`src/rtl/jahangir_pkg.sv`:
```
// ---------------------------------------------------------------------------
// jahangir_pkg
// Shared definitions for the jahangir core front-end.
//   PC_W / INST_W : program counter and instruction word widths
//   PC_STEP       : byte distance between consecutive instruction words
//   fetch_state_t : fetch FSM states (IDLE, RUN, HOLD)
//   align_pc()    : clears the byte-offset bits of a PC
// ---------------------------------------------------------------------------
package jahangir_pkg;

    localparam int PC_W   = 32;
    localparam int INST_W = 32;

    localparam logic [PC_W-1:0] PC_STEP       = 32'd4;
    localparam logic [PC_W-1:0] PC_ALIGN_MASK = 32'hFFFF_FFFC;

    typedef enum logic [1:0] {
        IDLE = 2'd0,
        RUN  = 2'd1,
        HOLD = 2'd2
    } fetch_state_t;

    // Instructions are word aligned, so the low two address bits never matter.
    function automatic logic [PC_W-1:0] align_pc(input logic [PC_W-1:0] pc);
        return pc & PC_ALIGN_MASK;
    endfunction

endpackage

```
`src/rtl/inst_fetch_if.sv`:
```
// ---------------------------------------------------------------------------
// inst_fetch_if
// Bundles the ROM port, the redirect port and the decode handshake of the
// instruction fetch unit.
//   out_rom_enable / out_rom_address / in_rom_data : combinational ROM port
//   redirect_valid / redirect_pc                   : branch/jump restart
//   out_inst_valid / out_inst / out_inst_pc        : FIFO head to decode
//   in_inst_ready                                  : decode accepts the head
// Modports: master = fetch unit, slave = surrounding core / ROM / decode.
// ---------------------------------------------------------------------------
interface inst_fetch_if;
    import jahangir_pkg::*;

    logic              out_rom_enable;
    logic [PC_W-1:0]   out_rom_address;
    logic [INST_W-1:0] in_rom_data;
    logic              redirect_valid;
    logic [PC_W-1:0]   redirect_pc;
    logic              out_inst_valid;
    logic [INST_W-1:0] out_inst;
    logic [PC_W-1:0]   out_inst_pc;
    logic              in_inst_ready;

    modport master (
        output out_rom_enable,
        output out_rom_address,
        input  in_rom_data,
        input  redirect_valid,
        input  redirect_pc,
        output out_inst_valid,
        output out_inst,
        output out_inst_pc,
        input  in_inst_ready
    );

    modport slave (
        input  out_rom_enable,
        input  out_rom_address,
        output in_rom_data,
        output redirect_valid,
        output redirect_pc,
        input  out_inst_valid,
        input  out_inst,
        input  out_inst_pc,
        output in_inst_ready
    );

endinterface

```
`src/rtl/fetch_fifo.sv`:
```
// ---------------------------------------------------------------------------
// fetch_fifo
// Synchronous prefetch FIFO with a flush input. The head is read straight out
// of the storage flops, so a word pushed into an empty FIFO becomes visible
// one cycle later (no bypass). The head reads as zero while empty.
//   clk, rst_n    : clock, asynchronous active-low reset
//   i_push        : write i_push_data (accepted when not full or popping)
//   i_pop         : advance the head (ignored when empty)
//   i_flush       : clear all entries; overrides push and pop
//   o_full        : DEPTH entries held
//   o_empty       : no entries held
//   o_count       : number of entries, clog2(DEPTH)+1 bits
//   o_head        : oldest entry
// DEPTH must be a power of two and at least 2 so the pointers wrap naturally.
// ---------------------------------------------------------------------------
module fetch_fifo #(
    parameter int WIDTH = 64,
    parameter int DEPTH = 4
) (
    input  logic                     clk,
    input  logic                     rst_n,
    input  logic                     i_push,
    input  logic [WIDTH-1:0]         i_push_data,
    input  logic                     i_pop,
    input  logic                     i_flush,
    output logic                     o_full,
    output logic                     o_empty,
    output logic [$clog2(DEPTH):0]   o_count,
    output logic [WIDTH-1:0]         o_head
);

    localparam int AW = $clog2(DEPTH);
    localparam int CW = AW + 1;

    localparam logic [AW-1:0] PTR_ONE  = 1;
    localparam logic [CW-1:0] CNT_ONE  = 1;
    localparam logic [CW-1:0] CNT_FULL = CW'(DEPTH);

    logic [WIDTH-1:0] r_mem [DEPTH];
    logic [AW-1:0]    r_rd_ptr;
    logic [AW-1:0]    r_wr_ptr;
    logic [CW-1:0]    r_count;

    logic w_full;
    logic w_empty;
    logic w_do_pop;
    logic w_do_push;

    assign w_full    = (r_count == CNT_FULL);
    assign w_empty   = (r_count == '0);
    assign w_do_pop  = i_pop && !w_empty;
    // A full FIFO can still take a push when the head leaves in the same cycle.
    assign w_do_push = i_push && (!w_full || w_do_pop);

    // Pointer and occupancy bookkeeping; flush returns everything to reset state.
    always_ff @(posedge clk or negedge rst_n) begin
        if (!rst_n) begin
            r_rd_ptr <= '0;
            r_wr_ptr <= '0;
            r_count  <= '0;
        end else if (i_flush) begin
            r_rd_ptr <= '0;
            r_wr_ptr <= '0;
            r_count  <= '0;
        end else begin
            if (w_do_push) begin
                r_wr_ptr <= r_wr_ptr + PTR_ONE;
            end
            if (w_do_pop) begin
                r_rd_ptr <= r_rd_ptr + PTR_ONE;
            end
            if (w_do_push && !w_do_pop) begin
                r_count <= r_count + CNT_ONE;
            end else if (!w_do_push && w_do_pop) begin
                r_count <= r_count - CNT_ONE;
            end
        end
    end

    // Storage needs no reset: the head is masked to zero whenever the FIFO is empty.
    always_ff @(posedge clk) begin
        if (w_do_push && !i_flush) begin
            r_mem[r_wr_ptr] <= i_push_data;
        end
    end

    assign o_full  = w_full;
    assign o_empty = w_empty;
    assign o_count = r_count;
    assign o_head  = w_empty ? '0 : r_mem[r_rd_ptr];

endmodule

```
`src/rtl/inst_fetch.sv`:
```
// ---------------------------------------------------------------------------
// inst_fetch
// Instruction fetch front-end of the jahangir core. Owns the program counter,
// drives a combinational instruction ROM, buffers {pc, inst} pairs in a
// prefetch FIFO and hands them to decode over valid/ready. A redirect flushes
// the FIFO and restarts fetch at the new (word-aligned) PC.
//   PC_RESET   : first fetch address after reset (word aligned)
//   FIFO_DEPTH : prefetch entries (power of two, >= 2)
//   clk        : clock, rising edge
//   rst_n      : asynchronous active-low reset
//   fetch_bus  : inst_fetch_if.master (ROM port, redirect, decode handshake)
// Optional feature macro: INST_FETCH_PERF_EN adds perf_fetch_cnt (pushes)
// and perf_stall_cnt (cycles blocked by a full FIFO), both saturating and
// unaffected by redirect.
// ---------------------------------------------------------------------------
module inst_fetch
    import jahangir_pkg::*;
#(
    parameter logic [PC_W-1:0] PC_RESET   = 32'h0000_0000,
    parameter int              FIFO_DEPTH = 4
) (
    input  logic                clk,
    input  logic                rst_n,
    inst_fetch_if.master        fetch_bus
`ifdef INST_FETCH_PERF_EN
    ,
    output logic [31:0]         perf_fetch_cnt,
    output logic [31:0]         perf_stall_cnt
`endif
);

    localparam int ENTRY_W = PC_W + INST_W;

    fetch_state_t r_state;
    logic [PC_W-1:0] r_fetch_pc;

    logic                      w_full;
    logic                      w_empty;
    logic [$clog2(FIFO_DEPTH):0] w_count;
    logic [ENTRY_W-1:0]        w_head;
    logic                      w_pop;
    logic                      w_redirect;
    logic                      w_fetch;
    logic                      w_unused_count;

    assign w_pop      = !w_empty && fetch_bus.in_inst_ready;
    // IDLE lasts a single cycle and ignores redirects.
    assign w_redirect = fetch_bus.redirect_valid && (r_state != IDLE);
    // Fetch only in RUN, never alongside a redirect, and only if the word has a slot.
    assign w_fetch    = (r_state == RUN) && !fetch_bus.redirect_valid && (!w_full || w_pop);

    // Occupancy is tracked inside the FIFO; only full/empty steer the fetch here.
    assign w_unused_count = ^w_count;

    // Fetch FSM and program counter. Redirect wins over everything outside IDLE.
    always_ff @(posedge clk or negedge rst_n) begin
        if (!rst_n) begin
            r_state    <= IDLE;
            r_fetch_pc <= PC_RESET;
        end else begin
            case (r_state)
                IDLE: begin
                    r_state <= RUN;
                end
                RUN: begin
                    if (w_redirect) begin
                        r_fetch_pc <= align_pc(fetch_bus.redirect_pc);
                    end else if (w_fetch) begin
                        r_fetch_pc <= r_fetch_pc + PC_STEP;
                    end else begin
                        r_state <= HOLD;
                    end
                end
                HOLD: begin
                    if (w_redirect) begin
                        r_fetch_pc <= align_pc(fetch_bus.redirect_pc);
                        r_state    <= RUN;
                    end else if (w_pop) begin
                        r_state <= RUN;
                    end
                end
                default: begin
                    r_state <= IDLE;
                end
            endcase
        end
    end

    fetch_fifo #(
        .WIDTH (ENTRY_W),
        .DEPTH (FIFO_DEPTH)
    ) u_fifo (
        .clk         (clk),
        .rst_n       (rst_n),
        .i_push      (w_fetch),
        .i_push_data ({r_fetch_pc, fetch_bus.in_rom_data}),
        .i_pop       (w_pop),
        .i_flush     (w_redirect),
        .o_full      (w_full),
        .o_empty     (w_empty),
        .o_count     (w_count),
        .o_head      (w_head)
    );

    assign fetch_bus.out_rom_enable  = w_fetch;
    assign fetch_bus.out_rom_address = r_fetch_pc;
    assign fetch_bus.out_inst_valid  = !w_empty;
    assign fetch_bus.out_inst_pc     = w_head[ENTRY_W-1:INST_W];
    assign fetch_bus.out_inst        = w_head[INST_W-1:0];

`ifdef INST_FETCH_PERF_EN
    logic [31:0] r_perf_fetch;
    logic [31:0] r_perf_stall;
    logic        w_stall;

    // A stall is a cycle where the full FIFO, not a redirect, kept the ROM idle.
    assign w_stall = (r_state == HOLD) || ((r_state == RUN) && w_full && !w_pop);

    // Saturating event counters; only reset clears them.
    always_ff @(posedge clk or negedge rst_n) begin
        if (!rst_n) begin
            r_perf_fetch <= '0;
            r_perf_stall <= '0;
        end else begin
            if (w_fetch && (r_perf_fetch != 32'hFFFF_FFFF)) begin
                r_perf_fetch <= r_perf_fetch + 32'd1;
            end
            if (w_stall && (r_perf_stall != 32'hFFFF_FFFF)) begin
                r_perf_stall <= r_perf_stall + 32'd1;
            end
        end
    end

    assign perf_fetch_cnt = r_perf_fetch;
    assign perf_stall_cnt = r_perf_stall;
`endif

endmodule

```
`src/flat_wrapper.sv`:
```
// flat-port wrapper written by rule: the top's interface ports become plain ports
module inst_fetch_flat import jahangir_pkg::*;
#(
    parameter logic [PC_W-1:0] PC_RESET   = 32'h0000_0000,
    parameter int              FIFO_DEPTH = 4
)
  (clk, rst_n, fetch_bus_out_rom_enable, fetch_bus_out_rom_address, fetch_bus_in_rom_data, fetch_bus_redirect_valid, fetch_bus_redirect_pc, fetch_bus_out_inst_valid, fetch_bus_out_inst, fetch_bus_out_inst_pc, fetch_bus_in_inst_ready);
  inst_fetch_if fetch_bus_i ();
  input  logic clk;
  input  logic rst_n;
  output wire logic [$bits(fetch_bus_i.out_rom_enable)-1:0] fetch_bus_out_rom_enable;
  output wire logic [$bits(fetch_bus_i.out_rom_address)-1:0] fetch_bus_out_rom_address;
  input wire logic [$bits(fetch_bus_i.in_rom_data)-1:0] fetch_bus_in_rom_data;
  input wire logic [$bits(fetch_bus_i.redirect_valid)-1:0] fetch_bus_redirect_valid;
  input wire logic [$bits(fetch_bus_i.redirect_pc)-1:0] fetch_bus_redirect_pc;
  output wire logic [$bits(fetch_bus_i.out_inst_valid)-1:0] fetch_bus_out_inst_valid;
  output wire logic [$bits(fetch_bus_i.out_inst)-1:0] fetch_bus_out_inst;
  output wire logic [$bits(fetch_bus_i.out_inst_pc)-1:0] fetch_bus_out_inst_pc;
  input wire logic [$bits(fetch_bus_i.in_inst_ready)-1:0] fetch_bus_in_inst_ready;
  assign fetch_bus_out_rom_enable = fetch_bus_i.out_rom_enable;
  assign fetch_bus_out_rom_address = fetch_bus_i.out_rom_address;
  assign fetch_bus_i.in_rom_data = fetch_bus_in_rom_data;
  assign fetch_bus_i.redirect_valid = fetch_bus_redirect_valid;
  assign fetch_bus_i.redirect_pc = fetch_bus_redirect_pc;
  assign fetch_bus_out_inst_valid = fetch_bus_i.out_inst_valid;
  assign fetch_bus_out_inst = fetch_bus_i.out_inst;
  assign fetch_bus_out_inst_pc = fetch_bus_i.out_inst_pc;
  assign fetch_bus_i.in_inst_ready = fetch_bus_in_inst_ready;
  inst_fetch #(.PC_RESET(PC_RESET), .FIFO_DEPTH(FIFO_DEPTH)) u_core (.clk(clk), .rst_n(rst_n), .fetch_bus(fetch_bus_i));
endmodule
```
`config.mk`:
```
export PLATFORM = sky130hd
export DESIGN_NAME = inst_fetch_flat
export DESIGN_NICKNAME = d
export VERILOG_FILES = /design/src/rtl/jahangir_pkg.sv /design/src/rtl/inst_fetch_if.sv /design/src/rtl/fetch_fifo.sv /design/src/rtl/inst_fetch.sv /design/src/flat_wrapper.sv
export SDC_FILE = /design/constraint.sdc
export NUM_CORES = 1
export LEC_CHECK = 0
export CAP_MARGIN = 20
export CORE_MARGIN = 5
export CORE_UTILIZATION = 51
export CTS_BUF_LIST = sky130_fd_sc_hd__clkbuf_8
export DETAILED_ROUTE_END_ITERATION = 6
export GPL_TIMING_DRIVEN = 0
export PLACE_DENSITY_LB_ADDON = 0.1
export SYNTH_ARGS = -nofsm -noshare
export SYNTH_HDL_FRONTEND = slang
export SYNTH_SLANG_ARGS = --single-unit
export TNS_END_PERCENT = 10
```
`constraint.sdc`:
```
create_clock -name clk -period 3.6 [get_ports clk]
set_clock_uncertainty 0.2 [all_clocks]
set_input_delay 0.9 -clock clk [delete_from_list [all_inputs] [get_ports clk]]
set_output_delay 0.9 -clock clk [all_outputs]
set_load 0.05 [all_outputs]
```
Word-level counts from Yosys, hierarchy flattened --
Memories as Yosys holds them, arrays and structs flattened. Index checks and enable logic that the tools add are counted.
Storage, ports and cells: memory bits (writable) 256, logic and storage cells 64, output and inout bits 98, bits of input ports 68, memories 1, flip-flop bits (word level) 41
Cells by class: reductions and logical operators 26, mux-type cells 19, equality and inequality tests 8, add/sub/neg operators 5
Memory list:
- u_core.u_fifo.r_mem | depth 4, width 64, rd ports 1, clocked after memory_dff 0, write ports 1, line fetch_fifo.sv:39 | logic [WIDTH-1:0] r_mem [DEPTH];
Operator list (number):
- 32-bit two-way mux | 3
- 64-bit two-way mux | 1
- 32-bit one-hot mux with 2 select lines | 1
- 32-bit by 3-bit adder with 32-bit output (second input constant) | 1
- 2-bit two-way mux | 8
- 1-bit logical AND | 9
- 3-bit two-way mux | 3
- 2-bit nonzero test | 4
- 1-bit zero test | 6
- 2-bit != test (second input constant) | 3
- 3-bit != test (second input constant) | 2
- 2-bit one-hot mux with 3 select lines | 1
- 3-bit AND reduction | 2
- 2-bit by 1-bit adder with 2-bit output (second input constant) | 2
- 3-bit by 1-bit adder with 3-bit output (second input constant) | 1
- 3-bit equality test (second input constant) | 1
- 3-bit zero test | 1
- 3-bit nonzero test | 1
- 3-bit by 1-bit subtractor with 3-bit output (second input constant) | 1
- 2-bit by 1-bit equality test with 1-bit output (second input constant) | 1
- 2-bit equality test (second input constant) | 1
- 2-bit zero test | 1
- 1-bit logical OR | 2
- 1-bit two-way mux | 2

Logic depth before layout (Yosys ltp) --
Gate-level depths: netlist (run 1).
depth after elaboration 11, mapped depth 11, depth with buffers taken out 10

Hierarchy --
Synthesis (run 1) repeated with hierarchy kept, for this count alone.
Unflattened totals: cell total of the unflattened synthesis 727, area total of the unflattened synthesis 12381.9 µm²
Modules (own cells, without submodules):
- fetch_fifo | sequential area each 7862.5 µm², cells each 468, area an instance 10229.8 µm², times used 1
- inst_fetch | sequential area each 800.8 µm², cells each 259, area an instance 2152.1 µm², times used 1

Least setup slack after synthesis (run 1) --
OpenSTA, ideal clock, no wires.
path kind input -> register, from input fetch_bus_redirect_valid, to memory u_core.u_fifo.r_mem[0][0], enable pin, path buffers 1, cell stages on the path 4, setup time 0.426 ns, data arrival time 3.444 ns, setup slack -0.470 ns, data required time 2.974 ns, cells stage by stage nand2b_1 nor2b_1 clkbuf_1 and2_1
On the way: word-level cells in the longest chain between the ends 7, elaborated cells on any way between the ends 9, those cells by class 2 x mux; 7 x reduce/logical
Ends and longest elaborated chain:
- start, declared | line flat_wrapper.sv:14 | input wire logic [$bits(fetch_bus_i.redirect_valid)-1:0] fetch_bus_redirect_valid;
- 1-bit zero test | line inst_fetch.sv:50 | assign w_fetch = (r_state == RUN) && !fetch_bus.redirect_valid && (!w_full || w_pop);
- 1-bit logical AND (2 in a row) | line inst_fetch.sv:50
- via fetch_bus_out_rom_enable | line flat_wrapper.sv:11 | output wire logic [$bits(fetch_bus_i.out_rom_enable)-1:0] fetch_bus_out_rom_enable;
- 1-bit logical AND | line fetch_fifo.sv:53 | assign w_do_push = i_push && (!w_full || w_do_pop);
- 1-bit logical AND | line fetch_fifo.sv:82 | if (w_do_push && !i_flush) begin
- 1-bit two-way mux | line fetch_fifo.sv:82
- 1-bit two-way mux (implied by the code) | line fetch_fifo.sv:83 | r_mem[r_wr_ptr] <= i_push_data;
- end, declared | line fetch_fifo.sv:39
The timed path passes the listed nets, and every way through them passes these cells.

Final worst setup path (run 1) --
from register u_core.u_fifo.r_rd_ptr[0], to output fetch_bus_out_inst_pc[23]
On the way: word-level cells in the longest chain between the ends 2
Ends and longest elaborated chain:
- start, declared | line fetch_fifo.sv:40 | logic [AW-1:0] r_rd_ptr;
- start signal, assigned | line fetch_fifo.sv:70 | r_rd_ptr <= r_rd_ptr + PTR_ONE;
- memory 4 x 64 bit
- 64-bit two-way mux | line fetch_fifo.sv:90 | assign o_head = w_empty ? '0 : r_mem[r_rd_ptr];
- end, declared | line flat_wrapper.sv:18 | output wire logic [$bits(fetch_bus_i.out_inst_pc)-1:0] fetch_bus_out_inst_pc;
Every way passes these cells.

==> results.sh, run 1 <==
export IMPL_outcome="complete, but fails checks"
export IMPL_violations="setup timing"
export IMPL_cts_buffers_inserted=45
export IMPL_min_period_over_period_pct=100
export IMPL_fp_row_count=56
export IMPL_min_period_ns=3.61
export IMPL_synth_area_leaders="edfxtp_1 (63%), mux4_2 (12%), dfrtp_1 (8.2%)"
export IMPL_total_power_uw=13500
export IMPL_setup_violations_final=5
export IMPL_drcViolationCount=0
export IMPL_die_area_um2=26500
export IMPL_num_vias=6954
export IMPL_clk_pin_slew_ns=0.06
export IMPL_synth_main_ff_cell="edfxtp_1"
export IMPL_cap_violations=0
export IMPL_rsz0062_at_grt="true"
export IMPL_crit_required_ns=2.50
export IMPL_drv_slew=0
export IMPL_postSynth_asyncResetShare_pct=13.6
export IMPL_synth_seq_area_share_pct=70.7
export IMPL_crit_path_end_kind="primary output"
export IMPL_cp_buffers_inverters=2
export IMPL_place_ws_ns=-0.609
export IMPL_cellPowerDensity_nw_per_um2=913
export IMPL_cpMaxStageDelayCell="dfrtp_4"
export IMPL_synth_seq_cells=287
export IMPL_area_growth_pct=24.5
export IMPL_diodes=0
export IMPL_worstMarginPinSlew_ns=0.905
export IMPL_p_leak_uw=0.00521
export IMPL_fp_coreArea_um2=23300
export IMPL_startpoint_type="flip-flop"
export IMPL_synth_top_cell_area_share_pct=62.5
export IMPL_ctsRootBufferMaster="clkbuf_8"
export IMPL_crit_type="flip-flop to primary output"
export IMPL_cpPeakStageDelay_ns=0.55
export IMPL_htree_levels=2
export IMPL_syn_avg_cell_area_um2=17.4
export IMPL_antenna_found_initial=0
export IMPL_grt_pass1_wl_um=40800
export IMPL_fin_nets=975
export IMPL_synth_warnings=0
export IMPL_ff_latch_area_um2=8430
export IMPL_ir_worst_vdd_mv=0.574
export IMPL_ant_nets=0
export IMPL_arrival_ns=2.51
export IMPL_dp_cells=1171
export IMPL_post_cts_buffers=0
export IMPL_cp_cell_sequence="buf_4, mux4_2, and2_1, dlygate4sd2_1"
export IMPL_synthCells=686
export IMPL_post_dp_hpwl_um=17000
export IMPL_synth_top_area_cell="edfxtp_1"
export IMPL_place_congestion=0.872
export IMPL_drtPass1Iterations=6
export IMPL_crit_fanout=10
export IMPL_finalSetupTns_ns=-0.0263
export IMPL_grt_total_usage_pct=19.9
export IMPL_multiInputGateArea_um2=3280
export IMPL_via_per_inst=5.56
export IMPL_timing_fmax_ghz=0.277
export IMPL_synth_edf_count=248
export IMPL_ios=166
export IMPL_finalWorstSetupSlack_ns=-0.00879
export IMPL_grt_overflow=0
export IMPL_yosysUniqueCellTypes=58
export IMPL_clk_latency_ns=0.54
export IMPL_cts_sinks=287
export IMPL_path_delay_family="buffers and inverters"
export IMPL_n_fill_cell=1716
export IMPL_grt_max_degree=56
export IMPL_dieHeight_um=163
export IMPL_drive_above_1_share_pct=20.1
export IMPL_grt_pass1_vias=7432
export IMPL_die_w_um=163
export IMPL_cts_buffer_depth=3
export IMPL_finalHoldViolations=0
export IMPL_r2r_slack_ns=0.57
export IMPL_initial_core_util_pct=51.2
export IMPL_maxSlewHeadroom_pct=39.7
export IMPL_io_buffers=159
export IMPL_synth_area_um2=11900
export IMPL_final_cells=1250
export IMPL_hp_class="input port to async pin"
export IMPL_routed_wl_um=26100
export IMPL_post_drt_wl_per_cell_um=20.9
export IMPL_first_iter_violations=715
export IMPL_cts_tree="yes"
## per-layer routing
metal / up-vias / wire length [um] / GRT usage, %
met4: 0 / 639 / 6.06
met5: - / 0 / 0
met1: 3493 / 10800 / 26.6
met3: 51 / 1620 / 4.53
met2: 276 / 13100 / 33.1
li1: 3134 / - / -
## flip-flops by register name (all words and copies together) (netlist names)
name and flops:
u_core.fetch_bus.out_rom_address 30, u_core.u_fifo.r_mem 248, u_core.u_fifo.r_wr_ptr 2, u_core.u_fifo.o_count 3, u_core.u_fifo.r_rd_ptr 2, u_core.r_state 2
## worst reg2reg max path, delay by kind of cell, from the launching register on
kind | cells | cell delay [ns]
AOI/OAI and AO/OA | 2 | 0.31
adders and majority gates | 1 | 0.43
buffers and inverters | 1 | 0.19
DFF | 1 | 0.43
and+or+nand+nor | 4 | 1.33
## layout make-up
cell class,instances,area share [%]
Sequential cell,287,56.8
Clock inverter,30,1.00
Buffer,39,1.49
Inverter,11,0.278
Multi-Input combinational cell,350,22.1
Timing Repair Buffer,163,10.9
Clock buffer,51,4.73
Tap cell,319,2.69
## cells by family (layout without fill, tap and decap cells)
group	Yosys count	in the layout	share of synthesized area [%]
adders and majority gates	10	10	1.11
muxes	65	65	12.0
xor gates and xnor gates	3	3	0.221
buffers and inverters	52	294	1.92
and+or+nand+nor	181	181	8.98
AOI/OAI and AO/OA	87	87	4.98
DFF	287	287	70.7
other	1	4	0.0315
## Yosys cell counts (all sizes together), types with 2 or more instances
library cell / count
a211oi: 12
a21oi: 27
a22oi: 2
a2bb2oi: 2
a311oi: 2
a31oi: 4
and2: 69
and3: 5
and4: 3
buf: 15
clkbuf: 26
dfrtp: 39
edfxtp: 248
ha: 9
inv: 11
mux2: 3
mux4: 62
nand2: 23
nand2b: 3
nand3: 12
nand4: 5
nor2: 28
nor2b: 2
nor3: 14
nor3b: 2
nor4: 6
o21a: 4
o21ai: 12
o22a: 2
o22ai: 6
o31ai: 2
o32ai: 4
or2: 2
or3: 3
or4: 2
xor2: 2
## worst paths after layout
check	endpoint	cells past startpoint	from
max	fetch_bus_out_inst_pc[23]	4	u_core.u_fifo.r_rd_ptr[0]
min	u_core.u_fifo.r_wr_ptr[1]	1	rst_n
max reg2reg	u_core.u_fifo.o_count[2]	8	u_core.u_fifo.o_count[1]
min reg2reg	u_core.r_state[1]	1	u_core.r_state[1]
max in group asynchronous	u_core.u_fifo.r_rd_ptr[0]	1	rst_n
min in group clk	u_core.r_state[1]	1	u_core.r_state[1]
## through the flow
stage | utilization [%] | hold slack (ns) | cell area, um^2
final | 63.7 | 0.285 | 14800
after global routing | 63.7 | 0.338 | 14800
after CTS | 63.7 | 0.289 | 14800
after detailed placement | 60.2 | 0.346 | 14000
after global placement | 59.8 | 0.317 | 13900
after floorplan | - | 0.308 | 11900
## repair_timing
item	4_1_cts	5_1_grt
pin swaps	0	0
endpoints found under the setup margin	64	59
hold buffers	0	0
gates resized for setup	102	6
## report_power, final
| part | switching, uW | internal, uW | total (uW) | leakage, uW |
|---|---|---|---|---|
| registers | 531 | 4300 | 4830 | 0.00270 |
| logic | 4070 | 2100 | 6170 | 0.00202 |
| clock network | 1170 | 1360 | 2540 | 0.000497 |
| total | 5770 | 7770 | 13500 | 0.00521 |
## cells in the final DEF, fill, tap and decap left out, drive strengths merged, types with 5 or more instances in the layout
cell           instances
nor4                   6
clkinv                12
nand3                 12
clkdlybuf4s50         93
nor2                  28
and3                   5
clkdlybuf4s15          5
o22ai                  6
nand2                 23
ha                     9
buf                   21
o21ai                 12
a21oi                 27
a211oi                12
dfrtp                 39
nor3                  14
clkbuf                76
dlygate4sd2           57
inv                   27
nand4                  5
mux4                  62
edfxtp               248
and2                  69
(Power assumes the default switching activity.)
==> run 2, diff against run 1 <==
ABC_AREA = 1   (was not set)
==> results.sh, run 2 <==
export IMPL_diodes=0
export IMPL_grt_pass1_vias=9218
export IMPL_routed_wl_um=32700
export IMPL_outcome="finished, final reports clean"
export IMPL_die_w_um=167
export IMPL_postSynth_asyncResetShare_pct=13.6
export IMPL_timing_fmax_ghz=0.281
export IMPL_fin_nets=1520
export IMPL_min_period_over_period_pct=98.9
export IMPL_finalSetupTns_ns=0
export IMPL_n_fill_cell=1947
export IMPL_p_int_uw=7840
export IMPL_regMostFlops="u_core.u_fifo.r_mem"
export IMPL_synthCells=1225
export IMPL_finalHoldViolations=0
export IMPL_ios=166
export IMPL_initial_core_util_pct=51.7
export IMPL_first_iter_violations=860
export IMPL_die_area_um2=27900
export IMPL_ant_nets=0
export IMPL_cellPowerDensity_nw_per_um2=993
export IMPL_synth_main_ff_cell="edfxtp_1"
export IMPL_ctsRootBufferMaster="clkbuf_8"
export IMPL_post_drt_wl_per_cell_um=18.2
export IMPL_synth_top_area_cell="edfxtp_1"
export IMPL_grt_max_degree=31
export IMPL_grt_overflow=0
export IMPL_rsz0062_at_grt="true"
export IMPL_cts_tree="yes"
export IMPL_min_period_ns=3.56
export IMPL_area_growth_pct=23.5
export IMPL_synth_area_leaders="edfxtp_1 (59%), nor2_1 (10%), dfrtp_1 (7.8%)"
export IMPL_power_switching_uw=7570
export IMPL_synth_edf_count=248
export IMPL_synth_seq_area_share_pct=67.0
export IMPL_grt_pass1_wl_um=50100
export IMPL_drive_above_1_share_pct=13.9
export IMPL_rr_worst_depth=8
export IMPL_io_buffers=159
export IMPL_drtPass1Iterations=5
export IMPL_p_leak_uw=0.00588
export IMPL_via_per_inst=5.28
export IMPL_yosys_top_cells_count="nor2_1 (335), edfxtp_1 (248), nand2_1 (185)"
export IMPL_synth_area_um2=12600
export IMPL_final_common_cell="nor2_1"
export IMPL_synth_seq_cells=287
export IMPL_largest_reg_flops=248
export IMPL_total_power_uw=15400
export IMPL_crit_path_end_kind="primary output"
export IMPL_syn_avg_cell_area_um2=10.3
export IMPL_post_cts_buffers=0
export IMPL_drv_slew=0
export IMPL_cts_buffers_inserted=44
export IMPL_cts_buffer_depth=3
export IMPL_hold_buffers=0
export IMPL_setup_violations_final=0
export IMPL_htree_levels=2
export IMPL_maxSlewHeadroom_pct=49.2
export IMPL_synth_warnings=0
export IMPL_clock_power_share_pct=16.4
export IMPL_synth_top_cell_area_share_pct=59.3
export IMPL_post_dp_hpwl_um=21600
export IMPL_combPwrFrac_pct=51.6
export IMPL_seq_power_share_pct=32.0
export IMPL_crit_fanout=10
export IMPL_final_cells=1798
export IMPL_crit_type="flip-flop to primary output"
export IMPL_antenna_found_initial=0
export IMPL_arrival_ns=2.46
export IMPL_startpoint_type="flip-flop"
export IMPL_swShare_pct=49.1
export IMPL_clk_pin_slew_ns=0.06
export IMPL_ir_worst_vdd_mv=0.666
export IMPL_crit_required_ns=2.50
export IMPL_drcViolationCount=0
export IMPL_hp_class="input port to async pin"
export IMPL_dieHeight_um=167
export IMPL_fp_row_count=57
export IMPL_dp_cells=1720
export IMPL_place_congestion=0.905
export IMPL_cap_violations=0
export IMPL_final_util_pct=63.8
export IMPL_most_common_layout_cells="nor2_1 (331), edfxtp_1 (248), nand2_1 (185)"
export IMPL_cts_sinks=287
export IMPL_grt_total_usage_pct=22.8
export IMPL_num_vias=9490
export IMPL_yosysUniqueCellTypes=32
export IMPL_yosysMostFrequentCell="nor2_1"
export IMPL_fp_coreArea_um2=24300
export IMPL_clk_latency_ns=0.55
export IMPL_worstMarginPinSlew_ns=0.761
==> run 2: cell types whose count changed after synthesis, moves of 30 or more <==
| cell | change |
|---|---|
| nor2_1 | +308 |
| nand2_1 | +163 |
| o21ai_0 | +127 |
| and2_1 | -69 |
| mux4_2 | -62 |
| a21oi_1 | +38 |
| inv_1 | +37 |
| nand3_1 | +30 |
==> run 2: repair_timing <==
action                                  in CTS  in global routing
resized for setup                          229                 71
endpoints found under the setup margin      63                 60
hold endpoints to repair                     0                  0
==> run 2: cell families after synthesis <==
kind of cell	share of synthesized area, %
flops	67.0
other cells	0.0298
fa+ha+maj	1.06
mux	0.239
buf+inv	3.99
simple gates	18.6
compound gates	8.74
xor+xnor	0.279
==> run 2: power groups by stage <==
stage,registers [uW],clock network [uW],logic [uW]
4_1_cts,4920,2560,8010
6_report,4940,2520,7950
3_5_place_dp,4980,0,8220
2_1_floorplan,5340,0,4930
5_1_grt,5000,2730,8560
3_3_place_gp,5020,0,8060
==> run 2: critical path, stage by stage, from the launching register on <==
cell	delay, ns
dfrtp_1	0.37
clkbuf_4	0.20
clkinv_2	0.13
clkbuf_1	0.42
o21ai_0	0.18
a21oi_1	0.22
clkdlybuf4s18_2	0.40
==> run 2: cell type report <==
| type | instances | area [um^2] | area share, % |
|---|---|---|---|
| tap | 324 | 405 | 2.61 |
| multi-input combinational | 824 | 3690 | 23.8 |
| buffer | 60 | 338 | 2.18 |
| timing repair buffer | 168 | 1620 | 10.5 |
| inverter | 57 | 215 | 1.39 |
| clock buffer | 52 | 716 | 4.61 |
| sequential | 287 | 8420 | 54.3 |
| clock inverter | 26 | 110 | 0.709 |
==> run 2: final timing paths <==
kind | from | end | slack (ns)
worst max-delay path | u_core.u_fifo.r_rd_ptr[0] | fetch_bus_out_inst[25] | 0.04
worst min-delay path | rst_n | u_core.fetch_bus.out_rom_address[24] | 0.01
worst max register to register | u_core.r_state[1] | u_core.u_fifo.r_mem[1][30] | 0.88
worst min register to register | u_core.u_fifo.o_count[1] | u_core.u_fifo.o_count[1] | 0.35
max in group asynchronous | rst_n | u_core.u_fifo.r_wr_ptr[1] | 2.71
min in group clk | u_core.u_fifo.o_count[1] | u_core.u_fifo.o_count[1] | 0.35
==> run 2: through the flow <==
| stage | hold slack, ns | instance area (um^2) | setup WS [ns] |
|---|---|---|---|
| after detailed placement | 0.328 | 14800 | -0.224 |
| after global placement | 0.314 | 14600 | -3.39 |
| after global routing | 0.00494 | 15500 | -0.113 |
| final | 0.0118 | 15500 | 0.0386 |
| after CTS | 0.000479 | 15600 | -0.177 |
| after floorplan | 0.294 | 12600 | -0.854 |
==> run 2: per-layer routing <==
layer	GRT usage (%)	up-vias	wire [um]
met5	0	-	0
met4	7.33	0	721
met3	4.17	52	2270
met2	38.1	370	15900
met1	30.5	4491	13800
li1	-	4577	-
